**config.mk**
```make
export PLATFORM = sky130hd
export DESIGN_NAME = audio_voice_scheduler
export DESIGN_NICKNAME = d
export VERILOG_FILES = /design/src/rtl/audio_pkg.sv /design/src/rtl/audio_sat_clamp.sv /design/src/rtl/audio_voice_scheduler.sv
export SDC_FILE = /design/constraint.sdc
export NUM_CORES = 1
export LEC_CHECK = 0
export ABC_AREA = 1
export CAP_MARGIN = 30
export CELL_PAD_IN_SITES_DETAIL_PLACEMENT = 2
export CELL_PAD_IN_SITES_GLOBAL_PLACEMENT = 2
export CORE_ASPECT_RATIO = 1.75
export CORE_MARGIN = 5
export CORE_UTILIZATION = 32
export DETAILED_ROUTE_END_ITERATION = 6
export HOLD_SLACK_MARGIN = 0.03
export PLACE_DENSITY_LB_ADDON = 0.25
export SLEW_MARGIN = 20
export SYNTH_ARGS = -nofsm -noshare
export SYNTH_HDL_FRONTEND = slang
export SYNTH_SLANG_ARGS = --single-unit
```
**constraint.sdc**
```tcl
create_clock -name CLOCK_50 -period 16.3 [get_ports CLOCK_50]
set_clock_uncertainty 0.15 [all_clocks]
set_input_delay 1.63 -clock CLOCK_50 [delete_from_list [all_inputs] [get_ports CLOCK_50]]
set_output_delay 1.63 -clock CLOCK_50 [all_outputs]
set_load 0.05 [all_outputs]
```
**src/rtl/audio_pkg.sv**
```systemverilog
// Shared types and helpers for the audio voice scheduler.
// AUDIO_DUCK_EN (used by audio_voice_scheduler) enables music ducking.
package audio_pkg;

    typedef enum logic [2:0] {
        IDLE,
        COLLECT,
        SAT,
        WAIT,
        WRITE
    } sched_state_e;

    localparam int GAIN_W     = 4;
    localparam int GAIN_SHIFT = 4;

    // Headroom for gain bits plus one bit per doubling of voice count.
    function automatic int acc_width(input int num_voices, input int data_w);
        return data_w + GAIN_W + $clog2(num_voices);
    endfunction

    function automatic logic signed [63:0] saturate(
        input logic signed [63:0] x,
        input int                 w
    );
        logic signed [63:0] hi;
        logic signed [63:0] lo;
        hi = (64'sd1 <<< (w - 1)) - 64'sd1;
        lo = -hi - 64'sd1;
        if (x > hi) begin
            return hi;
        end else if (x < lo) begin
            return lo;
        end
        return x;
    endfunction

endpackage

```
**src/rtl/audio_sat_clamp.sv**
```systemverilog
// Combinational signed clamp from IN_W down to OUT_W bits.
module audio_sat_clamp
    import audio_pkg::*;
#(
    parameter int IN_W  = 38,
    parameter int OUT_W = 32
) (
    input  logic signed [IN_W-1:0]  din,
    output logic signed [OUT_W-1:0] dout
);

    logic signed [63:0] wide;
    logic signed [63:0] sat;
    logic               unused_hi;

    assign wide      = 64'(din);
    assign sat       = saturate(wide, OUT_W);
    assign dout      = sat[OUT_W-1:0];
    assign unused_hi = ^sat[63:OUT_W];

endmodule

```
**src/rtl/audio_voice_scheduler.sv**
```systemverilog
// Polls voices once per sample slot, mixes with saturation, writes one sample.
// Define AUDIO_DUCK_EN to halve music (voice 0) whenever an SFX voice plays.
module audio_voice_scheduler
    import audio_pkg::*;
#(
    parameter int NUM_VOICES  = 4,
    parameter int DATA_W      = 32,
    parameter int FRAME_CNT_W = 16
) (
    input  logic                          CLOCK_50,
    input  logic                          resetn,
    input  logic [NUM_VOICES-1:0]         voice_req,
    input  logic [NUM_VOICES*DATA_W-1:0]  voice_sample,
    input  logic [NUM_VOICES*GAIN_W-1:0]  voice_gain,
    output logic [NUM_VOICES-1:0]         voice_ack,
    input  logic                          mute,
    input  logic                          audio_out_allowed,
    output logic                          write_audio_out,
    output logic signed [DATA_W-1:0]      left_channel_audio_out,
    output logic signed [DATA_W-1:0]      right_channel_audio_out,
    output logic [FRAME_CNT_W-1:0]        frame_count,
    output logic                          busy
);

    localparam int ACC_W  = acc_width(NUM_VOICES, DATA_W);
    localparam int PROD_W = DATA_W + GAIN_W + 1;
    localparam int MUS_W  = DATA_W + GAIN_W;
    localparam int IDX_W  = (NUM_VOICES > 1) ? $clog2(NUM_VOICES) : 1;
    localparam logic [IDX_W-1:0] LAST_IDX = IDX_W'(NUM_VOICES - 1);

    sched_state_e             state_q, state_d;
    logic [IDX_W-1:0]         idx_q, idx_d;
    logic signed [ACC_W-1:0]  acc_q, acc_d;
    logic signed [DATA_W-1:0] out_q, out_d;
    logic [FRAME_CNT_W-1:0]   fcnt_q, fcnt_d;

    logic signed [DATA_W-1:0] cur_sample;
    logic [GAIN_W-1:0]        cur_gain;
    logic signed [PROD_W-1:0] prod;
    logic signed [PROD_W-1:0] contrib;
    logic signed [ACC_W-1:0]  mix;
    logic signed [DATA_W-1:0] clamped;

    assign cur_sample = voice_sample[int'(idx_q) * DATA_W +: DATA_W];
    assign cur_gain   = voice_gain[int'(idx_q) * GAIN_W +: GAIN_W];
    assign prod       = PROD_W'(cur_sample)
                      * $signed(PROD_W'({1'b0, cur_gain}));
    assign contrib    = prod >>> GAIN_SHIFT;

`ifdef AUDIO_DUCK_EN
    // Music is collected first but can only be scaled once SFX activity is known.
    logic signed [MUS_W-1:0] music_q, music_d;
    logic                    duck_q, duck_d;

    assign mix = acc_q
               + ACC_W'(duck_q ? music_q - (music_q >>> 1) : music_q);
`else
    assign mix = acc_q;
`endif

    audio_sat_clamp #(
        .IN_W  (ACC_W),
        .OUT_W (DATA_W)
    ) u_clamp (
        .din  (mix),
        .dout (clamped)
    );

    always_comb begin
        state_d   = state_q;
        idx_d     = idx_q;
        acc_d     = acc_q;
        out_d     = out_q;
        fcnt_d    = fcnt_q;
        voice_ack = '0;
`ifdef AUDIO_DUCK_EN
        music_d   = music_q;
        duck_d    = duck_q;
`endif
        unique case (state_q)
            IDLE: begin
                acc_d = '0;
                idx_d = '0;
`ifdef AUDIO_DUCK_EN
                music_d = '0;
                duck_d  = 1'b0;
`endif
                if (audio_out_allowed) begin
                    state_d = COLLECT;
                end
            end
            COLLECT: begin
                if (voice_req[idx_q]) begin
                    voice_ack[idx_q] = 1'b1;
`ifdef AUDIO_DUCK_EN
                    if (idx_q == '0) begin
                        music_d = MUS_W'(contrib);
                    end else begin
                        acc_d  = acc_q + ACC_W'(contrib);
                        duck_d = 1'b1;
                    end
`else
                    acc_d = acc_q + ACC_W'(contrib);
`endif
                end
                idx_d = idx_q + 1'b1;
                if (idx_q == LAST_IDX) begin
                    state_d = SAT;
                end
            end
            SAT: begin
                out_d   = mute ? '0 : clamped;
                state_d = WAIT;
            end
            WAIT: begin
                if (audio_out_allowed) begin
                    state_d = WRITE;
                end
            end
            WRITE: begin
                fcnt_d  = fcnt_q + 1'b1;
                state_d = IDLE;
            end
            default: begin
                state_d = IDLE;
            end
        endcase
    end

    always_ff @(posedge CLOCK_50 or negedge resetn) begin
        if (!resetn) begin
            state_q <= IDLE;
            idx_q   <= '0;
            acc_q   <= '0;
            out_q   <= '0;
            fcnt_q  <= '0;
`ifdef AUDIO_DUCK_EN
            music_q <= '0;
            duck_q  <= 1'b0;
`endif
        end else begin
            state_q <= state_d;
            idx_q   <= idx_d;
            acc_q   <= acc_d;
            out_q   <= out_d;
            fcnt_q  <= fcnt_d;
`ifdef AUDIO_DUCK_EN
            music_q <= music_d;
            duck_q  <= duck_d;
`endif
        end
    end

    assign write_audio_out         = (state_q == WRITE);
    assign busy                    = (state_q != IDLE);
    assign left_channel_audio_out  = out_q;
    assign right_channel_audio_out = out_q;
    assign frame_count             = fcnt_q;

endmodule

```
## Word level (Yosys, flattened, before mapping)

Index checks and enable logic that the tools add are counted.

| cells by class | value |
|---|---|
| multipliers | 1 |
| shifts and indexed selects | 2 |
| equality and inequality tests | 9 |
| reductions and logical operators | 6 |
| mux-type cells | 19 |
| magnitude comparators | 4 |
| add/subtract/negate cells | 3 |

Operators with widths:

| cell | number |
|---|---|
| 32-bit two-way mux | 4 |
| 128-bit by 8-bit indexed part select with 32-bit output | 1 |
| 38-bit case mux with 2 select lines | 1 |
| 38-bit by 33-bit adder with 38-bit output | 1 |
| 38-bit by 32-bit > comparator with 1-bit output (second input constant) | 1 |
| 38-bit by 32-bit less-than comparator with 1-bit output (second input constant) | 1 |
| 38-bit two-way mux | 1 |
| 32-bit by 5-bit multiplier with 37-bit output | 1 |
| 16-bit by 1-bit adder with 16-bit output (second input constant) | 1 |
| 16-bit by 5-bit indexed part select with 4-bit output | 1 |
| 3-bit case mux with 4 select lines | 1 |
| 3-bit two-way mux | 3 |
| 4-bit two-way mux | 2 |
| 2-bit != test (second input constant) | 4 |
| 3-bit by 2-bit == test with 1-bit output (second input constant) | 2 |
| 1-bit two-way mux | 4 |
| 2-bit case mux with 2 select lines | 1 |
| 3-bit by 1-bit == test with 1-bit output (second input constant) | 1 |
| 3-bit == test (second input constant) | 1 |
| 3-bit logical NOT | 1 |
| 2-bit by 3-bit less-than comparator with 1-bit output (second input constant) | 1 |
| 3-bit AND reduction | 1 |
| 3-bit nonzero test | 1 |
| 2-bit by 1-bit adder with 2-bit output (second input constant) | 1 |
| other kinds (7) | 7 |

| storage, ports and cells | value |
|---|---|
| word-level logic and storage cells | 49 |
| register bits | 91 |
| bits of input ports | 152 |
| output and inout bits | 86 |

## Depth between registers and ports, before layout

| logic depth | value |
|---|---|
| word-level depth | 6 |
| depth in mapped cells | 39 |
| gate-level depth less buffers | 36 |

## Hierarchy

Synthesis repeated with hierarchy kept, for this count alone.

| second synthesis, totals | value |
|---|---|
| cells, all modules | 1963 |
| area, all modules | 12778.5 sq um |

By module, submodules not included:

| module | instances | cells each | seq. area each (sq um) | area each (sq um) |
|---|---|---|---|---|
| audio_voice_scheduler | 1 | 1881 | 2277.2 | 12433.2 |
| audio_sat_clamp | 1 | 82 | 0.0 | 345.3 |

## Worst setup path after synthesis

No wires, ideal clock.

| timing path | value |
|---|---|
| path kind | input-to-reg |
| start | in voice_gain[6] |
| end | reg acc_q[37] |
| slack | 9.600 ns |
| arrival time | 6.433 ns |
| required time | 16.033 ns |
| setup time | 0.117 ns |
| buffers on the path | 1 |
| cell stages on the path | 33 |
| path through | o21ai_0 o22ai_1 inv_1 clkbuf_1 nor2_1 ha_1 fa_1 inv_1 fa_1 inv_1 ha_1 a21oi_1 o21ai_0 a21oi_1 o21ai_2 a21oi_1 inv_1 nand4_1 nand2_1 nand2_1 nand2_1 ha_1 nand2_1 nor2_1 inv_1 nor2_1 inv_1 nor2_1 nand3b_1 nand3_1 nand3_1 nand3_1 nand2_1 |

| on the way | value |
|---|---|
| longest elaborated chain between the ends | 5 |

Ends and longest elaborated chain:

| item | line | RTL |
|---|---|---|
| start: declaration | audio_voice_scheduler.sv:14 | `input logic [NUM_VOICES*GAIN_W-1:0] voice_gain,` |
| 16-bit by 5-bit indexed part select with 4-bit output | audio_voice_scheduler.sv:45 | `assign cur_gain = voice_gain[int'(idx_q) * GAIN_W +: GAIN_W];` |
| 32-bit by 5-bit multiplier with 37-bit output | audio_voice_scheduler.sv:47 | `* $signed(PROD_W'({1'b0, cur_gain}));` |
| 38-bit by 33-bit adder with 38-bit output | audio_voice_scheduler.sv:103 | `acc_d = acc_q + ACC_W'(contrib);` |
| 38-bit two-way mux | audio_voice_scheduler.sv:93 | `if (voice_req[idx_q]) begin` |
| 38-bit case mux with 2 select lines | audio_voice_scheduler.sv:80 | `unique case (state_q)` |
| end signal: assignment | audio_voice_scheduler.sv:134 | `acc_q <= '0;` |
| end signal: assignment | audio_voice_scheduler.sv:144 | `acc_q <= acc_d;` |
| end: declaration | audio_voice_scheduler.sv:33 | `logic signed [ACC_W-1:0] acc_q, acc_d;` |

Every way passes these cells. The select of a mux whose other input is x is not followed.
A chain may end at the register's enable or synchronous reset.

## Worst setup path after layout

| timing path | value |
|---|---|
| start | in voice_gain[11] |
| end | reg acc_q[34] |

The elaborated chain is that of the path after synthesis.

==> summary.txt <==
Floorplanning
  – Die X-Extent: 159 um
  – Num rows: 95
  – Die Span Y: roughly 270 um
  – Starting Density: approximately a third
  – Core area: 38400 um^2
  – Top Ports: around 240
  – Die ar.: 42900 um^2

STA
  – Final TNS setup: 0 ns
  – Clock period minus worst slack: just over 8 ns
  – Max Slew Vio Count: 0
  – Final WS setup: 8.21 ns
  – Hold Slack: between 0.3 and 0.4 ns
  – Final hold vios: 0
  – Worst slew margin: 48.3%
  – Worst slew pin tran: 0.771 ns
  – RSZ-0062 raised after global routing: no
  – Final setup fails: 0
  – Max Clock Freq: 0.124 GHz
  – Tcrit/Tclk final: 49.7%

Detailed routing
  – DR vias: 13100
  – Routed len/inst: 19.2 um
  – Antenna-violating nets left: 0
  – DRC Markers: 0
  – Via density per instance: 5.20
  – DRT Wirelength: approximately 49000 um
  – First-pass detailed-route iteration total: 4
  – Iteration-0 DRC Markers: 239

Worst setup path
  – CP top delay family: adder cells
  – Crit path kind: input pin to flip-flop
  – Arrival time worst endpoint: 8.19 ns
  – Worst setup EP type: flip-flop
  – CP required: 16.40 ns
  – Slowest CP cell: fa_1
  – Critical path fanouts, max: 22
  – CP dominant cell by count: nand2_1
  – R2R Setup Slk: 8.39 ns
  – Crit path launch type: input pin
  – Max incr delay on CP: between 0.5 and 0.6 ns
  – Buf/Inv on CP: 6

Place
  – Placer Congestion: 0.862
  – Port buffer count: 237
  – Setup WS pre-CTS: 7.82 ns
  – Post-DP HPWL: 41900 um
  – Placed standard-cell area: around 15000 um^2

Final layout
  – Fillers: around 4700
  – Fin nets: around 2400
  – Layout cells sized above 1: 3.98%
  – Design area: 15300 um^2
  – Area grow syn2layout: 23.6%

Clocking
  – Clock Root Buffer: clkbuf_16
  – CTS max path bufs: 2
  – CTS Buf Count: 9
  – CTS tree: yes
  – Post-CTS Hold Fix Bufs: 0
  – CTS clock-pin slew for the worst setup and hold paths: 0.07 ns
  – Setup repair bufs after CTS: 0
  – Worst-skew pair later-pin latency: 0.37 ns
  – Cts repair resizes: 0
  – H-Tree Depth: 3
  – Clk sink count: 91

Logic synthesis
  – Netlist Area Pre-Place: 12400 um^2
  – Register area share after synthesis: 18.4%
  – Post-Syn Nets: 2190
  – Synthesized instance count: 1858
  – Most common flop cell mapped by yosys: dfrtp_1
  – Number of synthesized flops with an enable pin: 0
  – Share of synthesized registers carrying an async set or reset: 100%
  – Synth Warn #: 0
  – Post-synthesis register bit count: 91
  – Syn Area/Cell: around 6.7 um^2
  – Yosys cell types: 55

Status
  – Run status: completed

Min path
  – Hold WC Path Type: flip-flop to flip-flop

Global routing
  – Number of global-route vias before repair: 15200
  – Overflow after GRT: 0
  – Largest net degree at the start of global routing: just under 70
  – Overall Global Routing Usage: about 22%
  – First-pass GRT wire length: 77900 um
  – Initial antenna violation count: 1

Run
  – Max_cap viols: 0
[worst paths after layout]
| kind | cells past startpoint | endpoint | from |
|---|---|---|---|
| max reg2reg | 35 | acc_q[37]$_DFFE_PN0P_ | idx_q[0]$_DFFE_PN0N_ |
| min | 1 | frame_count[13]$_DFFE_PN0P_ | frame_count[13]$_DFFE_PN0P_ |
| max | 32 | acc_q[34]$_DFFE_PN0P_ | voice_gain[11] |
| min reg2reg | 1 | frame_count[13]$_DFFE_PN0P_ | frame_count[13]$_DFFE_PN0P_ |
| max in group asynchronous | 3 | left_channel_audio_out[25]$_DFFE_PN0P_ | resetn |
| min in group asynchronous | 1 | frame_count[2]$_DFFE_PN0P_ | resetn |
[registers in the layout (all words and copies together), names as in the netlist]
signal                  flops
acc_q                      38
left_channel_audio_out     32
frame_count                16
state_q                     3
idx_q                       2
[routing by layer]
| layer | track usage [%] | share of wire (%) | wire [um] | vias to the layer above |
|---|---|---|---|---|
| met5 | 0 | 0 | 0 | - |
| met4 | 9.77 | 4.5 | 2170 | 0 |
| met3 | 2.52 | 3.1 | 1510 | 93 |
| met2 | 45.4 | 57 | 27600 | 277 |
| met1 | 21.4 | 36 | 17200 | 6458 |
| li1 | - | - | - | 6294 |
[layout make-up]
cell class                      count  area (um^2)  share of cell area, %
Antenna cell                        1         2.50                 0.0163
Clock buffer                        9          225                   1.47
Timing Repair Buffer              249         2500                   16.3
Inverter                          277         1040                   6.79
Sequential cell                    91         2280                   14.9
Tap cell                          485          607                   3.96
Clock inverter                      7         57.6                  0.376
Multi-Input combinational cell   1404         8610                   56.2
[cell families (layout without fill, tap and decap cells)]
| logic type | Yosys count | after routing | synth area share, % |
|---|---|---|---|
| compound gates | 365 | 365 | 16.7 |
| xor+xnor | 44 | 44 | 3.17 |
| fa+ha+maj | 180 | 180 | 22.1 |
| buf+inv | 363 | 542 | 12.2 |
| flops | 91 | 91 | 18.4 |
| other cells | 0 | 1 | 0 |
| simple gates | 815 | 815 | 27.5 |
[stage by stage]
step           util [%]  instances
5_1_grt            39.9       2523
3_5_place_dp       39.1       2505
3_3_place_gp       39.0       2502
6_report           39.9       2523
4_1_cts            39.8       2521
2_1_floorplan         -       1858
[synth_stat cells, drive strengths merged, types with 9 or more instances]
| cell type | number | share of area, % |
|---|---|---|
| nor2 | 255 | 8.0 |
| clkbuf | 36 | 1.1 |
| ha | 115 | 12 |
| xor2 | 31 | 2.2 |
| a32oi | 28 | 2.0 |
| o21ai | 151 | 6.1 |
| fa | 65 | 10 |
| nor3 | 27 | 1.2 |
| a21oi | 134 | 5.4 |
| nand4 | 9 | 0.45 |
| dfrtp | 91 | 18 |
| xnor2 | 13 | 0.92 |
| nand3 | 58 | 2.7 |
| inv | 276 | 8.4 |
| o21bai | 12 | 0.73 |
| nand2 | 452 | 14 |
| buf | 50 | 2.8 |
[worst reg2reg max path: cells and delay by family (launching register included)]
kind                       cells  cell delay (ns)
buffers and inverters          8             1.68
adders and majority gates      5             2.07
DFF                            1             0.39
AOI/OAI and AO/OA              7             1.87
and+or+nand+nor               15             1.64
[layout by cell type (no fill, tap or decap), types with 28 or more instances in the layout]
cell / instances
inv_1: 271
xor2_1: 30
nand3_1: 51
nand2_1: 429
nor2_1: 249
o21ai_0: 143
fa_1: 65
a21oi_1: 134
a32oi_1: 28
clkdlybuf4s50_1: 236
ha_1: 115
dfrtp_1: 90
Power is not shown: default switching activity piles up to over one toggle a cycle in this logic, so the estimate is an artifact.
